## src/rtl/cmp_test_ctrl.sv

```systemverilog
// End-of-test controller: holds the CPU nodes in reset, detects halt from trailing NOPs,
// waits out the pipeline flush, then streams every node's DMEM over a ready/valid port.
module cmp_test_ctrl #(
   parameter int NUM_NODES    = 4,
   parameter int ADDR_W       = 8,
   parameter int DUMP_DEPTH   = 128,
   parameter int RESET_CYCLES = 5,
   parameter int HALT_CNT     = 4,
   parameter int FLUSH_CYCLES = 5,
   parameter int TIMEOUT      = 400000,
   localparam int NODE_W      = (NUM_NODES > 1) ? $clog2(NUM_NODES) : 1
) (
   input  logic                    clk,
   input  logic                    reset,
   input  logic [32*NUM_NODES-1:0] node_inst,
   output logic                    node_reset_n,
   output logic                    dump_rd_en,
   output logic [NODE_W-1:0]       dump_rd_node,
   output logic [ADDR_W-1:0]       dump_rd_addr,
   input  logic [63:0]             dump_rd_data,
   output logic                    dump_valid,
   input  logic                    dump_ready,
   output logic [NODE_W-1:0]       dump_node,
   output logic [ADDR_W-1:0]       dump_addr,
   output logic [63:0]             dump_data,
   output logic [NUM_NODES-1:0]    halted,
   output logic                    timeout,
   output logic [31:0]             cycle_count,
   output logic                    done
);
   localparam int HC_W = $clog2(HALT_CNT + 1);

   typedef enum logic [2:0] {
      HOLD      = 3'd0,
      RUN       = 3'd1,
      FLUSH     = 3'd2,
      DUMP_RD   = 3'd3,
      DUMP_WAIT = 3'd4,
      DUMP_OUT  = 3'd5,
      DONE      = 3'd6
   } state_t;

   state_t              state, state_nxt;
   logic [31:0]         hold_cnt, hold_cnt_nxt;
   logic [31:0]         flush_cnt, flush_cnt_nxt;
   logic [HC_W-1:0]     zero_cnt [NUM_NODES];
   logic [HC_W-1:0]     zero_cnt_nxt [NUM_NODES];
   logic                node_reset_n_nxt, dump_rd_en_nxt, dump_valid_nxt;
   logic                timeout_nxt, done_nxt;
   logic [NODE_W-1:0]   dump_rd_node_nxt, dump_node_nxt;
   logic [ADDR_W-1:0]   dump_rd_addr_nxt, dump_addr_nxt;
   logic [63:0]         dump_data_nxt;
   logic [NUM_NODES-1:0] halted_nxt;
   logic [31:0]         cycle_count_nxt;
   logic                last_addr, last_node;

   function automatic logic [31:0] sat_inc(input logic [31:0] v);
      if (v == 32'hFFFF_FFFF) begin
         return v;
      end else begin
         return v + 32'd1;
      end
   endfunction

   // Compare in ADDR_W bits so a full-depth dump never needs an overflowed address.
   assign last_addr = (dump_rd_addr == ADDR_W'(DUMP_DEPTH - 1));
   assign last_node = (dump_rd_node == NODE_W'(NUM_NODES - 1));

   // Next-state and next-output logic for the end-of-test sequence
   always_comb begin
      state_nxt        = state;
      hold_cnt_nxt     = hold_cnt;
      flush_cnt_nxt    = flush_cnt;
      zero_cnt_nxt     = zero_cnt;
      node_reset_n_nxt = node_reset_n;
      dump_rd_en_nxt   = 1'b0;
      dump_rd_node_nxt = dump_rd_node;
      dump_rd_addr_nxt = dump_rd_addr;
      dump_valid_nxt   = dump_valid;
      dump_node_nxt    = dump_node;
      dump_addr_nxt    = dump_addr;
      dump_data_nxt    = dump_data;
      halted_nxt       = halted;
      timeout_nxt      = timeout;
      cycle_count_nxt  = cycle_count;
      done_nxt         = done;
      case (state)
         HOLD: begin
            if (hold_cnt == 32'(RESET_CYCLES - 1)) begin
               node_reset_n_nxt = 1'b1;
               state_nxt        = RUN;
            end else begin
               hold_cnt_nxt = hold_cnt + 32'd1;
            end
         end
         RUN: begin
            cycle_count_nxt = sat_inc(cycle_count);
            for (int n = 0; n < NUM_NODES; n++) begin
               if (node_inst[32*(NUM_NODES-1-n) +: 32] == 32'h0000_0000) begin
                  if (zero_cnt[n] != HC_W'(HALT_CNT)) begin
                     zero_cnt_nxt[n] = zero_cnt[n] + HC_W'(1);
                  end else begin
                     zero_cnt_nxt[n] = zero_cnt[n];
                  end
               end else begin
                  zero_cnt_nxt[n] = '0;
               end
               halted_nxt[n] = halted[n] | (zero_cnt_nxt[n] == HC_W'(HALT_CNT));
            end
            // A halt completing on the timeout cycle wins, so timeout stays clear.
            if (&halted_nxt) begin
               state_nxt = FLUSH;
            end else if (cycle_count >= 32'(TIMEOUT - 1)) begin
               timeout_nxt = 1'b1;
               state_nxt   = FLUSH;
            end else begin
               state_nxt = RUN;
            end
         end
         FLUSH: begin
            cycle_count_nxt = sat_inc(cycle_count);
            if (flush_cnt == 32'(FLUSH_CYCLES - 1)) begin
               dump_rd_en_nxt = 1'b1;
               state_nxt      = DUMP_RD;
            end else begin
               flush_cnt_nxt = flush_cnt + 32'd1;
            end
         end
         DUMP_RD: begin
            state_nxt = DUMP_WAIT;
         end
         DUMP_WAIT: begin
            dump_data_nxt  = dump_rd_data;
            dump_node_nxt  = dump_rd_node;
            dump_addr_nxt  = dump_rd_addr;
            dump_valid_nxt = 1'b1;
            state_nxt      = DUMP_OUT;
         end
         DUMP_OUT: begin
            if (dump_ready) begin
               dump_valid_nxt = 1'b0;
               if (last_addr && last_node) begin
                  done_nxt  = 1'b1;
                  state_nxt = DONE;
               end else if (last_addr) begin
                  dump_rd_addr_nxt = '0;
                  dump_rd_node_nxt = dump_rd_node + NODE_W'(1);
                  dump_rd_en_nxt   = 1'b1;
                  state_nxt        = DUMP_RD;
               end else begin
                  dump_rd_addr_nxt = dump_rd_addr + ADDR_W'(1);
                  dump_rd_en_nxt   = 1'b1;
                  state_nxt        = DUMP_RD;
               end
            end else begin
               state_nxt = DUMP_OUT;
            end
         end
         DONE: begin
            state_nxt = DONE;
         end
         default: begin
            state_nxt = HOLD;
         end
      endcase
   end

   // State and output registers with synchronous active-low reset
   always_ff @(posedge clk) begin
      if (!reset) begin
         state        <= HOLD;
         hold_cnt     <= 32'd0;
         flush_cnt    <= 32'd0;
         for (int n = 0; n < NUM_NODES; n++) begin
            zero_cnt[n] <= '0;
         end
         node_reset_n <= 1'b0;
         dump_rd_en   <= 1'b0;
         dump_rd_node <= '0;
         dump_rd_addr <= '0;
         dump_valid   <= 1'b0;
         dump_node    <= '0;
         dump_addr    <= '0;
         dump_data    <= 64'd0;
         halted       <= '0;
         timeout      <= 1'b0;
         cycle_count  <= 32'd0;
         done         <= 1'b0;
      end else begin
         state        <= state_nxt;
         hold_cnt     <= hold_cnt_nxt;
         flush_cnt    <= flush_cnt_nxt;
         zero_cnt     <= zero_cnt_nxt;
         node_reset_n <= node_reset_n_nxt;
         dump_rd_en   <= dump_rd_en_nxt;
         dump_rd_node <= dump_rd_node_nxt;
         dump_rd_addr <= dump_rd_addr_nxt;
         dump_valid   <= dump_valid_nxt;
         dump_node    <= dump_node_nxt;
         dump_addr    <= dump_addr_nxt;
         dump_data    <= dump_data_nxt;
         halted       <= halted_nxt;
         timeout      <= timeout_nxt;
         cycle_count  <= cycle_count_nxt;
         done         <= done_nxt;
      end
   end
endmodule

```

## config.mk

```make
export PLATFORM = sky130hd
export DESIGN_NAME = cmp_test_ctrl
export DESIGN_NICKNAME = d
export VERILOG_FILES = /design/src/rtl/cmp_test_ctrl.sv
export SDC_FILE = /design/constraint.sdc
export NUM_CORES = 1
export LEC_CHECK = 0
export CORE_MARGIN = 1
export CORE_UTILIZATION = 30
export DETAILED_ROUTE_END_ITERATION = 10
export MAX_ROUTING_LAYER = met4
export PLACE_DENSITY = 0.68
export SYNTH_ARGS = -nofsm -noshare
export SYNTH_HDL_FRONTEND = slang
export SYNTH_SLANG_ARGS = --single-unit
```

## constraint.sdc

```tcl
create_clock -name clk -period 2.5 [get_ports clk]
set_clock_uncertainty 0.15 [all_clocks]
set_input_delay 0.5 -clock clk [delete_from_list [all_inputs] [get_ports clk]]
set_output_delay 0.5 -clock clk [all_outputs]
set_load 0.005 [all_outputs]
```

==> results of run 1 <==
## Yosys cell counts, drive strengths merged (3+ instances only)
library cell	n	share of area
nand2b	10	0.0065
inv	31	0.012
o31ai	8	0.0062
nor2	30	0.012
and4	10	0.0091
and3	8	0.0052
o211ai	7	0.0054
mux2i	9	0.0093
xor2	40	0.036
nand3b	4	0.0031
nand4	40	0.027
a21oi	17	0.0088
o21ai	35	0.018
a21o	3	0.0023
nor3	41	0.021
dfxtp	204	0.42
o21a	5	0.0039
nor2b	14	0.0091
ha	15	0.019
a21boi	99	0.077
nor4	60	0.039
or3	23	0.015
xnor2	33	0.030
buf	9	0.0045
clkbuf	44	0.017
and2	69	0.045
nand2	212	0.082
nor4b	4	0.0052
nand3	37	0.019
## flip-flops by register name, indices dropped and copies added (netlist names)
name,count
dump_addr,8
zero_cnt,12
flush_cnt,32
dump_node,2
node_reset_n,1
dump_rd_en,1
hold_cnt,32
dump_rd_node,2
dump_data,64
halted,4
state,3
done,1
dump_rd_addr,8
dump_valid,1
timeout,1
cycle_count,32
## cell usage in the layout, fill, tap and decap left out, types with 3 or more instances in the layout
master           Yosys  routed
a21boi_0            99      99
a21o_1               3       3
a21oi_1             17      17
and2_1              69      69
and3_1               8       8
and4_1              10      10
buf_12               0       3
buf_4                0      51
clkbuf_1            44       5
clkbuf_16            0      25
clkbuf_8             0       6
clkdlybuf4s50_1      0     318
clkinv_2             0       7
dfxtp_1            204     204
ha_1                15      15
inv_1               31      31
mux2i_1              9       9
nand2_1            212     212
nand2b_1            10      10
nand3_1             37      36
nand3b_1             4       4
nand4_1             38      38
nor2_1              30      30
nor2b_1             14      14
nor3_1              41      38
nor4_1              60      58
nor4b_1              3       3
o211ai_1             7       7
o21a_1               5       5
o21ai_0             35      34
o31ai_1              8       7
or3_1               23      23
xnor2_1             33      33
xor2_1              40      40
## timing repair
action                                  CTS  global route
endpoints found under the setup margin    3            15
gates cloned                              0             0
pin swaps                                 2             4
gates resized for setup                   3             5
## routing by layer
| layer | global-route usage | vias to the layer above | share of wire |
|---|---|---|---|
| li1 | - | 4739 | - |
| met1 | 0.212 | 4271 | 0.45 |
| met2 | 0.280 | 163 | 0.49 |
| met3 | 0.0176 | 54 | 0.027 |
| met4 | 0.0515 | 0 | 0.029 |
| met5 | - | - | 0 |
## stage by stage
step	hold slack, ns	total power [mW]
after global routing	0.181	8.07
after floorplan	0.297	3.80
after CTS	0.173	7.88
after global placement	0.298	4.31
after detailed placement	0.305	4.33
final	0.186	7.77
## kinds of logic (layout without fill, tap and decap cells)
family	after synthesis	count (layout)
flip-flops	204	204
multiplexers	10	10
AO/OA/AOI/OAI	194	194
adder cells (fa/ha/maj)	15	15
AND/OR/NAND/NOR	572	572
buffers and inverters	85	449
XOR/XNOR	73	73
## power by group
part | internal (mW) | switching (mW) | leakage, nW
sequential | 3.30 | 0.0535 | 1.64
clock | 2.11 | 1.39 | 0.403
combinational | 0.524 | 0.386 | 3.13
## worst min path at each step
stage,startpoint,to,slack (ns),cells past startpoint
2_1_floorplan,flush_cnt[26],flush_cnt[26],0.30,2
3_3_place_gp,dump_data[54],dump_data[54],0.30,2
3_5_place_dp,dump_data[35],dump_data[35],0.31,2
4_1_cts,reset,flush_cnt[13],0.17,2
5_1_grt,reset,flush_cnt[13],0.18,2
6_report,reset,flush_cnt[13],0.19,2
## area by class of cell
class                      instances  area (um^2)  area share
timing repair buffer             372         3630       0.251
multi-input combinational        864         5310       0.368
sequential                       204         4080       0.283
clock buffer                      36          727      0.0503
tap                              402          503      0.0348
clock inverter                     9         73.8     0.00511
inverter                          32          120     0.00832
==> flow_summary.toml, run 1 <==
[finish]
area_growth_pct = 49.4
num_antenna_cells = 0
fillerInstances = 3057
layout.cells.non_filler = 1919
nets = 1709
fin_area_um2 = 14400
drive_above_1_share = 0.0732
finalCoreUtilization = 0.457

[worst_setup_path]
rr_worst_depth = 7
critical_path.top_delay_family = "simple AND/OR/NAND/NOR gates"
required_ns = 2.75
critPathMaxFanout = 3
crit_chain = "clkdlybuf4s50_1 > nor4_1 > nand2_1 > or4_4 > o31ai_4 > nand4_1 > a22o_1"
crit_path_end = "timeout"
cp.depth = 7
worstSetupPathType = "input port to flip-flop"
critPathSlowestCell = "or4_4"
ff2ff_setup_slack_ns = 0.15
critPathCaptureType = "flip-flop"
critical_path.max_stage_delay_ns = 0.52
cp-startpoint = "node_inst[9]"
regToRegEndpoint = "cycle_count[7]"
cp-start-kind = "input port"
worstReg2RegStart = "cycle_count[12]"
cp.arrival_ns = 2.61
path_buf_inv = 1

[run_status]
outcome = "finished clean"

[synth]
synthMuxAreaShare = 0.0105
syn-cell-area_um2 = 9670
synth_top_family_by_area = "simple AND/OR/NAND/NOR gates"
synth_xor_area_frac = 0.0661
yosys.area_share.simple = 0.307
yosysWarnings = 0
synth_cell_types = 59
ys.flop_type = "dfxtp_1"
synth_edf_count = 0
ys_async_sr_fraction = 0
synth_compound_area_frac = 0.141
synth-adder-area-share = 0.0194
syn_inst = 1153
yosysSeqAreaShare = 0.422
synth-seq-cells = 204
avgSynthCellArea_um2 = 8.38
synth_nets = 1363

[global_routing]
antenna_found_initial = 0
grt_pass1_wl_um = 44900
grt_max_degree = 101
grt_usage = 0.168
grt_overflow = 0
grt_pass1_vias = 8835

[sta]
fin_setup_tns_ns = 0
period_needed_ns = 2.37
worst_slew_pin_slew_ns = 0.533
maxSlewViolCount = 0
timing.final.ws_setup_ns = 0.133
timing.final.crit_share = 0.947
fmax_mhz = 422
rsz0062_at_grt = "no"
maxSlewHeadroom = 0.641
final-setup-viol-count = 0
final_hold_viol_count = 0

[floorplan]
start_util = 0.306
die_w_um = 182
die_h_um = 182
die_area_um2 = 32900
pin_count = 320
row_count = 65
core_area_um2 = 31600

[pwr]
powerDensity_nw_per_um2 = 538
ir_drop_uv = 425
p_leak_nw = 5.18

[clock_tree]
clock_path_buffers = 3
cts_setup_buffers = 0
cts_sinks = 204
cts_tree = "done"
insertion_delay_ns = 0.51
cts_inserted_buffers = 25
htreeDepth = 1
path_clk_slew_ns = 0.06
clockRootBuffer = "clkbuf_16"
hold_buffers = 0

[worst_hold_path]
hp-class = "input port to flip-flop"

[drt]
first_iter_violations = 560
viasPerCell = 4.81
wl_per_cell_um = 14.4
drt_wl_total_um = 27600
ant_nets = 0
drc = 0
firstDrtPassIters = 4
vias = 9227

[place]
dp_hpwl_um = 20200
place_area_um2 = 13600
portBuffers = 319
placedCellCount = 1874
dp_slack_ns = -0.651
routabilityCongestion = 0.866

[flow_run]
cap_viol_max_count = 0
(Power assumes the default switching activity.)
==> run 2: changes to the inputs <==
CELL_PAD_IN_SITES_DETAIL_PLACEMENT = 0   (was unset)
CELL_PAD_IN_SITES_GLOBAL_PLACEMENT = 1   (was unset)
PLACE_DENSITY = 0.88   (was 0.68)
clock period = 2.1 ns   (was 2.5 ns; I/O delays follow)
==> flow_summary.toml, run 2 (same netlist as run 1, synthesis figures left out) <==
[clock_tree]
insertion_delay_ns = 0.51
clock_path_buffers = 3
cts_inserted_buffers = 25
clockRootBuffer = "clkbuf_16"
path_clk_slew_ns = 0.06
htreeDepth = 1
cts_sinks = 204
cts_tree = "done"

[finish]
area_growth_pct = 69.3
nets = 1859
fillerInstances = 2810
largest_register_ffs = 64
drive_above_1_share = 0.229
regMostFlops = "dump_data"
final_common_cell = "clkdlybuf4s50_1"
finalCoreUtilization = 0.517
multi_input_area_um2 = 5870
seqCellArea_um2 = 4140
mostFrequentLayoutCells = "clkdlybuf4s50_1 (282), nand2_1 (202), buf_4 (187), dfxtp_1 (167), a21boi_0 (89)"

[drt]
viasPerCell = 4.83
firstDrtPassIters = 5
first_iter_violations = 526
ant_nets = 0
drt-met1-wl_um = 12800
met2_length_um = 16200
drt_wl_total_um = 30800
wl_per_cell_um = 14.9
vias = 9993
top_layer = "met4"
drc = 0
met3_length_um = 1030

[worst_setup_path]
cp-start-kind = "flip-flop"
cp-startpoint = "cycle_count[13]"
critPathMaxFanout = 6
regToRegEndpoint = "cycle_count[17]"
worstSetupPathType = "flip-flop to flip-flop"
cp.arrival_ns = 2.43
worstReg2RegStart = "cycle_count[13]"
ff2ff_setup_slack_ns = -0.08
required_ns = 2.35
rr_worst_depth = 7
critPathCaptureType = "flip-flop"

[floorplan]
start_util = 0.306
die_area_um2 = 32900
core_area_um2 = 31600
pin_count = 320
row_count = 65
die_w_um = 182
die_h_um = 182

[pwr]
finalPower_mw = 9.85
p_sw_mw = 2.30
comb_power_share = 0.145
powerDensity_nw_per_um2 = 602
pwr-share-clk = 0.450
ir_drop_uv = 469
p_leak_nw = 6.66
power_frac_seq = 0.405
p_sw_frac = 0.234
internal-power_mw = 7.55

[sta]
rsz0062_at_grt = "yes"
final_hold_viol_count = 0
maxSlewViolCount = 0
final-setup-viol-count = 28
fmax_mhz = 458
timing.final.ws_setup_ns = -0.0830
fin_setup_tns_ns = -1.26
period_needed_ns = 2.18
maxSlewHeadroom = 0.530
timing.final.crit_share = 1.04
worst_slew_pin_slew_ns = 0.705

[worst_hold_path]
holdPathEnd = "state[0]"
min_from = "reset"
hold_depth = 5
hp-class = "input port to flip-flop"

[global_routing]
grt_max_degree = 129
grt_usage = 0.182
grt_pass1_wl_um = 48900
antenna_found_initial = 2
grt_overflow = 0
grt_pass1_vias = 9921

[place]
routabilityCongestion = 0.869
dp_hpwl_um = 21300
portBuffers = 319
dp_slack_ns = -0.778

[flow_run]
cap_viol_max_count = 0

[run_status]
outcome = "finished with violations"
violations = "negative setup slack"
run 2: changes by cell type in the layout (fill, tap and decap cells not counted), sizes merged, moves of 2 or more:
cell	previous run	this run
clkdlybuf4s50	318	282
dlygate4sd2	0	7
clkbuf	36	33
bufinv	1	4
dlymetal6s2s	0	29
diode	0	2
buf	54	203
run 2: what timing repair did:
| item | CTS | global route |
|---|---|---|
| hold buffers | 0 | 0 |
| endpoints found under the hold margin | 0 | 0 |
| pin swaps | 17 | 51 |
| buffers inserted | 21 | 9 |
| endpoints found under the setup margin | 88 | 119 |
| resized for setup | 73 | 132 |
| cloned | 1 | 2 |
run 2: metrics by stage:
stage                     area [um^2]  instances  hold slack (ns)
after floorplan                  9770       1153            0.297
after global placement          14600       1995            0.299
after detailed placement        14600       1995            0.306
after CTS                       15900       2060            0.264
after global routing            16400       2069            0.265
final                           16400       2069            0.272
run 2: worst max path at each step:
stage | endpoint | cells after the start
after CTS | cycle_count[14] | 7
after global placement | timeout | 7
after global routing | hold_cnt[14] | 11
final | cycle_count[17] | 7
after floorplan | cycle_count[16] | 7
after detailed placement | timeout | 7
run 2: critical path: stages (launching register included):
cell     delay (ns)
dfxtp_2        0.32
nand4_1        0.12
or4_4          0.56
nor4b_4        0.36
buf_6          0.20
nor4b_2        0.06
xor2_1         0.14
and2_1         0.16
run 2: final cells by class:
type	count	area share
Multi-Input combinational cell	864	0.359
Timing Repair Buffer	522	0.298
Sequential cell	204	0.253
Clock buffer	32	0.0417
Tap cell	402	0.0307
Clock inverter	11	0.00963
Inverter	32	0.00734
Antenna cell	2	0.000306
run 2: power groups by stage:
stage	Clock [mW]	Sequential, mW	Combinational (mW)
finish	4.44	3.99	1.43
global route	4.72	4.00	1.54
CTS	4.56	3.99	1.35
detailed placement	0	4.06	1.21
global placement	0	4.06	1.18
floorplan	0	4.05	0.476
run 2: routing by layer:
| metal | vias up | GRT usage |
|---|---|---|
| met1 | 4712 | 0.212 |
| li1 | 5045 | - |
| met5 | - | - |
| met4 | 0 | 0.0546 |
| met2 | 186 | 0.321 |
| met3 | 50 | 0.0265 |
